**config.mk**
```make
export PLATFORM = sky130hd
export DESIGN_NAME = sequenciador_calculadora
export DESIGN_NICKNAME = d
export VERILOG_FILES = /design/src/rtl/sequenciador_calculadora.sv
export SDC_FILE = /design/constraint.sdc
export NUM_CORES = 1
export LEC_CHECK = 0
export BUFFER_PORTS_ARGS = -buffer_cell sky130_fd_sc_hd__buf_2
export CORE_MARGIN = 2
export CORE_UTILIZATION = 52
export CTS_CLUSTER_DIAMETER = 200
export DETAILED_ROUTE_END_ITERATION = 10
export PLACE_DENSITY = 0.85
export SLEW_MARGIN = 20
export SYNTH_ARGS = -nofsm -noshare
export SYNTH_HDL_FRONTEND = slang
export SYNTH_SLANG_ARGS = --single-unit
```
**constraint.sdc**
```tcl
create_clock -name clk -period 3.2 [get_ports clk]
set_clock_uncertainty 0.2 [all_clocks]
set_input_delay 0.32 -clock clk [delete_from_list [all_inputs] [get_ports clk]]
set_output_delay 0.32 -clock clk [all_outputs]
set_load 0.05 [all_outputs]
```
**src/rtl/sequenciador_calculadora.sv**
```systemverilog
// Command sequencer for the 8-bit accumulator calculator:
// queues commands, issues them, captures results, composes CLEAR.
module sequenciador_calculadora #(
  parameter int PROFUNDIDADE = 4
) (
  input  logic       clk,
  input  logic       rst,
  input  logic       cmd_valid,
  input  logic [2:0] cmd_op,
  input  logic [7:0] cmd_dado,
  output logic       cmd_ready,
  output logic [7:0] calc_entrada,
  output logic [2:0] calc_codigo,
  input  logic [7:0] calc_saida,
  output logic [7:0] resultado,
  output logic       resultado_valid,
  output logic       ocupado,
  output logic       erro
);

  localparam int AW = (PROFUNDIDADE > 1) ? $clog2(PROFUNDIDADE) : 1;
  localparam logic [AW:0] CHEIO = (AW+1)'(PROFUNDIDADE);

  localparam logic [2:0] OP_SHOW_IN  = 3'b000;
  localparam logic [2:0] OP_ADD      = 3'b001;
  localparam logic [2:0] OP_SUB      = 3'b010;
  localparam logic [2:0] OP_SHOW_ACC = 3'b011;
  localparam logic [2:0] OP_CLEAR    = 3'b100;
  localparam logic [2:0] COD_NOP     = 3'b111;

  typedef enum logic [1:0] {
    IDLE,
    EXEC,
    CAPT,
    EXEC_CLR
  } estado_t;

  logic [10:0]   mem_q [PROFUNDIDADE];
  logic [AW-1:0] wr_ptr_q, wr_ptr_d;
  logic [AW-1:0] rd_ptr_q, rd_ptr_d;
  logic [AW:0]   count_q, count_d;

  estado_t    state_q, state_d;
  logic [2:0] op_q, op_d;
  logic [7:0] calc_entrada_q, calc_entrada_d;
  logic [2:0] calc_codigo_q, calc_codigo_d;
  logic [7:0] resultado_q, resultado_d;
  logic       resultado_valid_q, resultado_valid_d;
  logic       erro_q, erro_d;

  logic        aceito;
  logic        legal;
  logic        push;
  logic        pop;
  logic [10:0] head;

  assign cmd_ready       = (count_q != CHEIO);
  assign calc_entrada    = calc_entrada_q;
  assign calc_codigo     = calc_codigo_q;
  assign resultado       = resultado_q;
  assign resultado_valid = resultado_valid_q;
  assign erro            = erro_q;
  assign ocupado         = (state_q != IDLE) || (count_q != '0);

  always_comb begin
    aceito = cmd_valid && cmd_ready;
    legal  = (cmd_op <= OP_CLEAR);
    push   = aceito && legal;
    pop    = (state_q == IDLE) && (count_q != '0);
    head   = mem_q[rd_ptr_q];
  end

  always_comb begin
    wr_ptr_d = wr_ptr_q;
    rd_ptr_d = rd_ptr_q;
    count_d  = count_q;
    if (push) wr_ptr_d = wr_ptr_q + AW'(1);
    if (pop)  rd_ptr_d = rd_ptr_q + AW'(1);
    unique case ({push, pop})
      2'b10:   count_d = count_q + (AW+1)'(1);
      2'b01:   count_d = count_q - (AW+1)'(1);
      default: count_d = count_q;
    endcase
  end

  always_comb begin
    state_d           = state_q;
    op_d              = op_q;
    calc_entrada_d    = calc_entrada_q;
    calc_codigo_d     = calc_codigo_q;
    resultado_d       = resultado_q;
    resultado_valid_d = 1'b0;
    erro_d            = erro_q | (aceito && !legal);
    unique case (state_q)
      IDLE: begin
        if (pop) begin
          op_d           = head[10:8];
          calc_entrada_d = head[7:0];
          if (head[10:8] == OP_CLEAR)
            calc_codigo_d = OP_SHOW_ACC;
          else
            calc_codigo_d = {1'b0, head[9:8]};
          state_d = EXEC;
        end
      end
      EXEC: begin
        calc_codigo_d = COD_NOP;
        if (op_q == OP_ADD || op_q == OP_SUB)
          state_d = IDLE;
        else
          state_d = CAPT;
      end
      CAPT: begin
        // CLEAR subtracts the accumulator value just read back
        if (op_q == OP_CLEAR) begin
          calc_codigo_d  = OP_SUB;
          calc_entrada_d = calc_saida;
          state_d        = EXEC_CLR;
        end else begin
          resultado_d       = calc_saida;
          resultado_valid_d = 1'b1;
          state_d           = IDLE;
        end
      end
      EXEC_CLR: begin
        calc_codigo_d = COD_NOP;
        state_d       = IDLE;
      end
      default: state_d = IDLE;
    endcase
  end

  always_ff @(posedge clk) begin
    if (rst) begin
      wr_ptr_q          <= '0;
      rd_ptr_q          <= '0;
      count_q           <= '0;
      state_q           <= IDLE;
      op_q              <= OP_SHOW_IN;
      calc_entrada_q    <= '0;
      calc_codigo_q     <= COD_NOP;
      resultado_q       <= '0;
      resultado_valid_q <= 1'b0;
      erro_q            <= 1'b0;
    end else begin
      wr_ptr_q          <= wr_ptr_d;
      rd_ptr_q          <= rd_ptr_d;
      count_q           <= count_d;
      state_q           <= state_d;
      op_q              <= op_d;
      calc_entrada_q    <= calc_entrada_d;
      calc_codigo_q     <= calc_codigo_d;
      resultado_q       <= resultado_d;
      resultado_valid_q <= resultado_valid_d;
      erro_q            <= erro_d;
    end
  end

  always_ff @(posedge clk) begin
    if (push) mem_q[wr_ptr_q] <= {cmd_op, cmd_dado};
  end

endmodule

```
Word level (Yosys, flattened, before mapping) --
Memories as Yosys holds them, arrays and structs flattened. A register that Yosys moved wholly into a read port is not among the register bits. Index checks and enable logic that the tools add are counted.
Storage, ports and cells: logic and storage cells 66, memories 1, bits in registers 33, bits in writable memories 44
Cells by class: reductions and logical operators 18, magnitude comparators 1, add/sub/neg operators 4, equality and inequality tests 12, bitwise logic cells 3, muxes and demuxes 17
Memories:
- mem_q | words 4, bits a word 11, read ports 1, clocked after Yosys merged registers in 1, wr ports 1, line 38 | logic [10:0] mem_q [PROFUNDIDADE];
Operator list (number):
- $mux 8 | 2
- $pmux 8 s2 | 1
- $mux 2 | 6
- $pmux 3 s3 | 1
- $pmux 2 s4 | 1
- $eq 2x2->1 const B | 3
- $eq 3x3->1 const B | 2
- $mux 3 | 2
- $pmux 3 s2 | 1
- $reduce_and 2->1 | 3
- $reduce_bool 2->1 | 3
- $add 2x1->2 const B | 2
- $eq 2x1->1 const B | 2
- $logic_and 1x1->1 | 4
- $ne 2x2->1 const B | 2
- $reduce_or 2->1 | 2
- $add 3x1->3 const B | 1
- $eq 3x1->1 const B | 1
- $eq 3x2->1 const B | 1
- $le 3x3->1 const B | 1
- $mux 1 | 3
- $ne 3x3->1 const B | 1
- $reduce_and 3->1 | 1
- $reduce_bool 3->1 | 1
- 6 further kinds | 8

Longest topological paths before layout --
word-level depth 5, depth in mapped cells 11, gate-level depth less buffers 9

Least setup slack after synthesis --
No wires, ideal clock.
path type register -> register, start register count_q[0], end register count_q[2], data arrival time 2.564 ns, setup time 0.071 ns, cell stages (with the launch flop) 11, slack 0.366 ns, clock period less this slack 2.834 ns, data required time 2.929 ns, path through dfxtp_1 > or3b_1 > and3_1 > clkbuf_1 > inv_2 > ha_1 > inv_1 > fa_1 > xor2_1 > or3_1 > a21oi_1
Between the ends: longest elaborated chain between the ends 5, elaborated cells between the ends (all ways) 11, those cells by class add/sub: 2; eq/ne: 3; mux: 1; reduce/logical: 5
Ends and longest elaborated chain:
- from (decl) | line 41 | logic [AW:0] count_q, count_d;
- from (signal assigned) | line 148 | count_q <= count_d;
- $ne 3x3->1 * | line 57 | assign cmd_ready = (count_q != CHEIO);
- named net cmd_ready | line 11 | output logic cmd_ready,
- $logic_and 1x1->1 * | line 66 | aceito = cmd_valid && cmd_ready;
- $logic_and 1x1->1 * | line 68 | push = aceito && legal;
- $eq 2x1->1 / $eq 2x2->1 (equally long branches) | line 79 | unique case ({push, pop})
- $pmux 3 s2 / $reduce_bool 2->1 (equally long branches)
The timed path passes the listed nets; every way through them passes the cells marked *. A chain may end at the register's enable or synchronous reset.

Worst setup path in the final report --
start input port cmd_op[2], end register count_q[2]
Between the ends: longest elaborated chain between the ends 4, elaborated cells between the ends (all ways) 6, those cells by class order compare: 1; eq/ne: 2; mux: 1; reduce/logical: 2
Ends and longest elaborated chain:
- from (decl) | line 9 | input logic [2:0] cmd_op,
- $le 3x3->1 * | line 67 | legal = (cmd_op <= OP_CLEAR);
- $logic_and 1x1->1 * | line 68
- $eq 2x1->1 / $eq 2x2->1 (equally long branches) | line 79
- $pmux 3 s2 / $reduce_bool 2->1 (equally long branches)
Every way passes the cells marked *; elsewhere a longest branch is shown, timed or not.

==> results_dict.tcl <==
set metrics [dict create \
    drtIter0Drc 106 \
    max-vdd-ir-drop_mv 0.8100 \
    clk_path_buf_depth 2 \
    wire_per_inst_um 15.11 \
    synth_nets 268 \
    clock_latency_ns 0.35 \
    antenna_found_initial 0 \
    fin_ws_ns 0.5440 \
    synth_ff_type "edfxtp_1" \
    die_area_mm2 0.006672 \
    post_cts_resized 0 \
    fin_util_pct 62.69 \
    synthCells 240 \
    antenna_left 0 \
    regArea_mm2 0.002022 \
    reg2reg_depth 9 \
    dr_total_vias 1959 \
    start_util_pct 53.32 \
    status "finished, final reports clean" \
    syn_area_per_cell_um2 13.08 \
    cts_tree "built" \
    period_share_pct 83.00 \
    slowest_stage "dlygate4sd3_1" \
    cp_num_buf_inv 4 \
    crit_end "count_q[2]" \
    r2r_setup_slack_ns 0.59 \
    post-cts-setup-buffer-count 0 \
    grt_max_degree 36 \
    crit_path_cell_trace "dlygate4sd3_1, buf_2, o21ai_0, and3_1, inv_2, ha_1, inv_1, fa_1, xor2_1, or3_1, a21oi_1" \
    crit_start "cmd_op[2]" \
    critPathKind "input pin to flop" \
    cap_violations 0 \
    hold_viol 0 \
    dpl_cell_area_mm2 0.003395 \
    cpLargestDelayFamily "buffers and inverters" \
    die_w_um 81.68 \
    synthArstFlopShare_pct 0 \
    p_per_area_mw_per_mm2 918.7 \
    finalSetupViolCount 0 \
    drt-total-wl_mm 5.637 \
    final_cell_mix "buf_2, edfxtp_1, dfxtp_1, nor2_1, mux2i_1" \
    stdcell_area_mm2 0.003690 \
    core-area_mm2 0.005886 \
    yosysWarnings 0 \
    grt_usage_pct 18.22 \
    multiInputGateArea_mm2 0.001021 \
    hp-class "input pin to flop" \
    required_ns 3.28 \
    cts_buffers 9 \
    finalSetupTns_ns 0 \
    htree_levels 3 \
    synth.distinct_cells 38 \
    place_ws_ns 0.6043 \
    worst_slew_pin_slew_ns 0.6688 \
    synth_edf_count 44 \
    drcViolationCount 0 \
    worst-path-stages 11 \
    yosysSeqAreaShare_pct 64.43 \
    io_pins 45 \
    r2r_start "count_q[2]" \
    num_rows 28 \
    finalNetCount 321 \
    dr.pass1.iters 4 \
    port_buffers 44 \
    synthesis.area_mm2 0.003138 \
    fin_crit_ns 2.656 \
    power_uw 3390 \
    ys_ff_latch 79 \
    r2r-end "count_q[2]" \
    worst_setup_path_start_kind "input pin" \
    power.leakage_uw 0.001401 \
    post-dp-hpwl_mm 3.861 \
    arrival_ns 2.74 \
    clockRootBuffer "clkbuf_8" \
    rsz0062_at_grt "no" \
    areaGrowthSynthToFinish_pct 17.58 \
    fmax_mhz 376.5 \
    relSlewSlack_pct 55.27 \
    gp_congestion 0.7832 \
    cts_sinks 79 \
    drv_slew 0 \
    drive_gt1_share_pct 22.82 \
    grt_pass1_wl_mm 8.666 \
    globalRouteOverflowTotal 0 \
    grt_pass1_vias 1802 \
    viasPerCell 5.252 \
    max_stage_delay_ns 0.54 \
    fill_cells 433 \
    cp_max_fo 7 \
    clkTransAtPathRegs_ns 0.08 \
    diodes 0 \
    die_y_um 81.68 \
    cp-end-kind "flop" \
]
-- worst register-to-register path: cells and delay by family, from the launching register on --
family,cells,cell delay [ns]
xor gates and xnor gates,1,0.15
buffers and inverters,2,0.15
and+or+nand+nor,3,0.98
adders and majority gates,2,0.54
DFF,1,0.38
AOI/OAI and AO/OA,1,0.14
-- registers in the layout, indices dropped and copies added, names as in the netlist, named ones only --
signal / flops
count_q: 3
erro: 1
calc_codigo: 3
mem_q: 44
op_q: 3
state_q: 2
resultado_valid: 1
resultado: 8
rd_ptr_q: 2
calc_entrada: 8
wr_ptr_q: 2
-- area by class of cell --
type                       instances  area share [%]
timing repair buffer              55           8.884
clock buffer                      13           4.883
inverter                           8          0.8138
tap                               75           2.543
sequential                        79           54.80
multi-input combinational        140           27.67
clock inverter                     3          0.4069
-- what timing repair did --
action | 4_1_cts | 5_1_grt
hold buffers | 10 | 0
setup endpoints to repair | 0 | 0
hold endpoints to repair | 39 | 0
-- cell families after synthesis --
kind of cell	synth area share, %
AO/OA/AOI/OAI	8.294
XOR/XNOR	1.395
adder cells (fa/ha/maj)	2.632
buffers and inverters	3.030
flip-flops	64.43
multiplexers	11.08
AND/OR/NAND/NOR	9.131
-- cells in the mapped netlist, types with 3 or more instances --
master | n | area (µm²)
edfxtp_1 | 44 | 1321
dfxtp_1 | 35 | 700.7
nor2_1 | 32 | 120.1
mux2i_1 | 28 | 280.3
a21oi_1 | 12 | 60.06
clkbuf_1 | 10 | 37.54
inv_1 | 7 | 26.28
o22ai_1 | 7 | 43.79
a211oi_1 | 6 | 45.04
and2_1 | 5 | 31.28
ha_1 | 5 | 62.56
nand2_1 | 5 | 18.77
nand2b_1 | 4 | 25.02
nor2b_1 | 4 | 25.02
o21ai_0 | 4 | 20.02
xor2_1 | 4 | 35.03
mux4_2 | 3 | 67.56
-- where the power goes --
group | leakage, µW | switching, µW | total [µW] | internal (µW)
Sequential | 0.000687 | 122 | 1360 | 1240
Clock | 0.000104 | 344 | 712 | 368
Combinational | 0.000610 | 853 | 1320 | 465
Total | 0.00140 | 1320 | 3390 | 2070
-- routing by layer --
layer | global-route usage, % | vias up | part of all wire, %
met5 | 0 | - | 0
met2 | 27.54 | 54 | 46
li1 | - | 968 | -
met3 | 3.956 | 9 | 5.4
met1 | 24.25 | 928 | 47
met4 | 10.83 | 0 | 1.9
-- worst min-delay path by stage --
stage	from	end	slack, ns	cells after the start
after detailed placement	erro	erro	0.27	2
after floorplan	cmd_dado[0]	mem_q[0][0]	0.22	0
after global placement	calc_codigo[0]	calc_codigo[0]	0.25	1
after CTS	cmd_valid	erro	0.002	3
after global routing	cmd_op[0]	mem_q[0][8]	0.02	1
final	cmd_valid	erro	0.01	3
-- through the flow --
stage	hold slack [ns]	instances
2_1_floorplan	0.2189	240
3_3_place_gp	0.2485	347
3_5_place_dp	0.2664	347
4_1_cts	0.001837	373
5_1_grt	0.02083	373
6_report	0.01291	373
(Power assumes the default switching activity.)
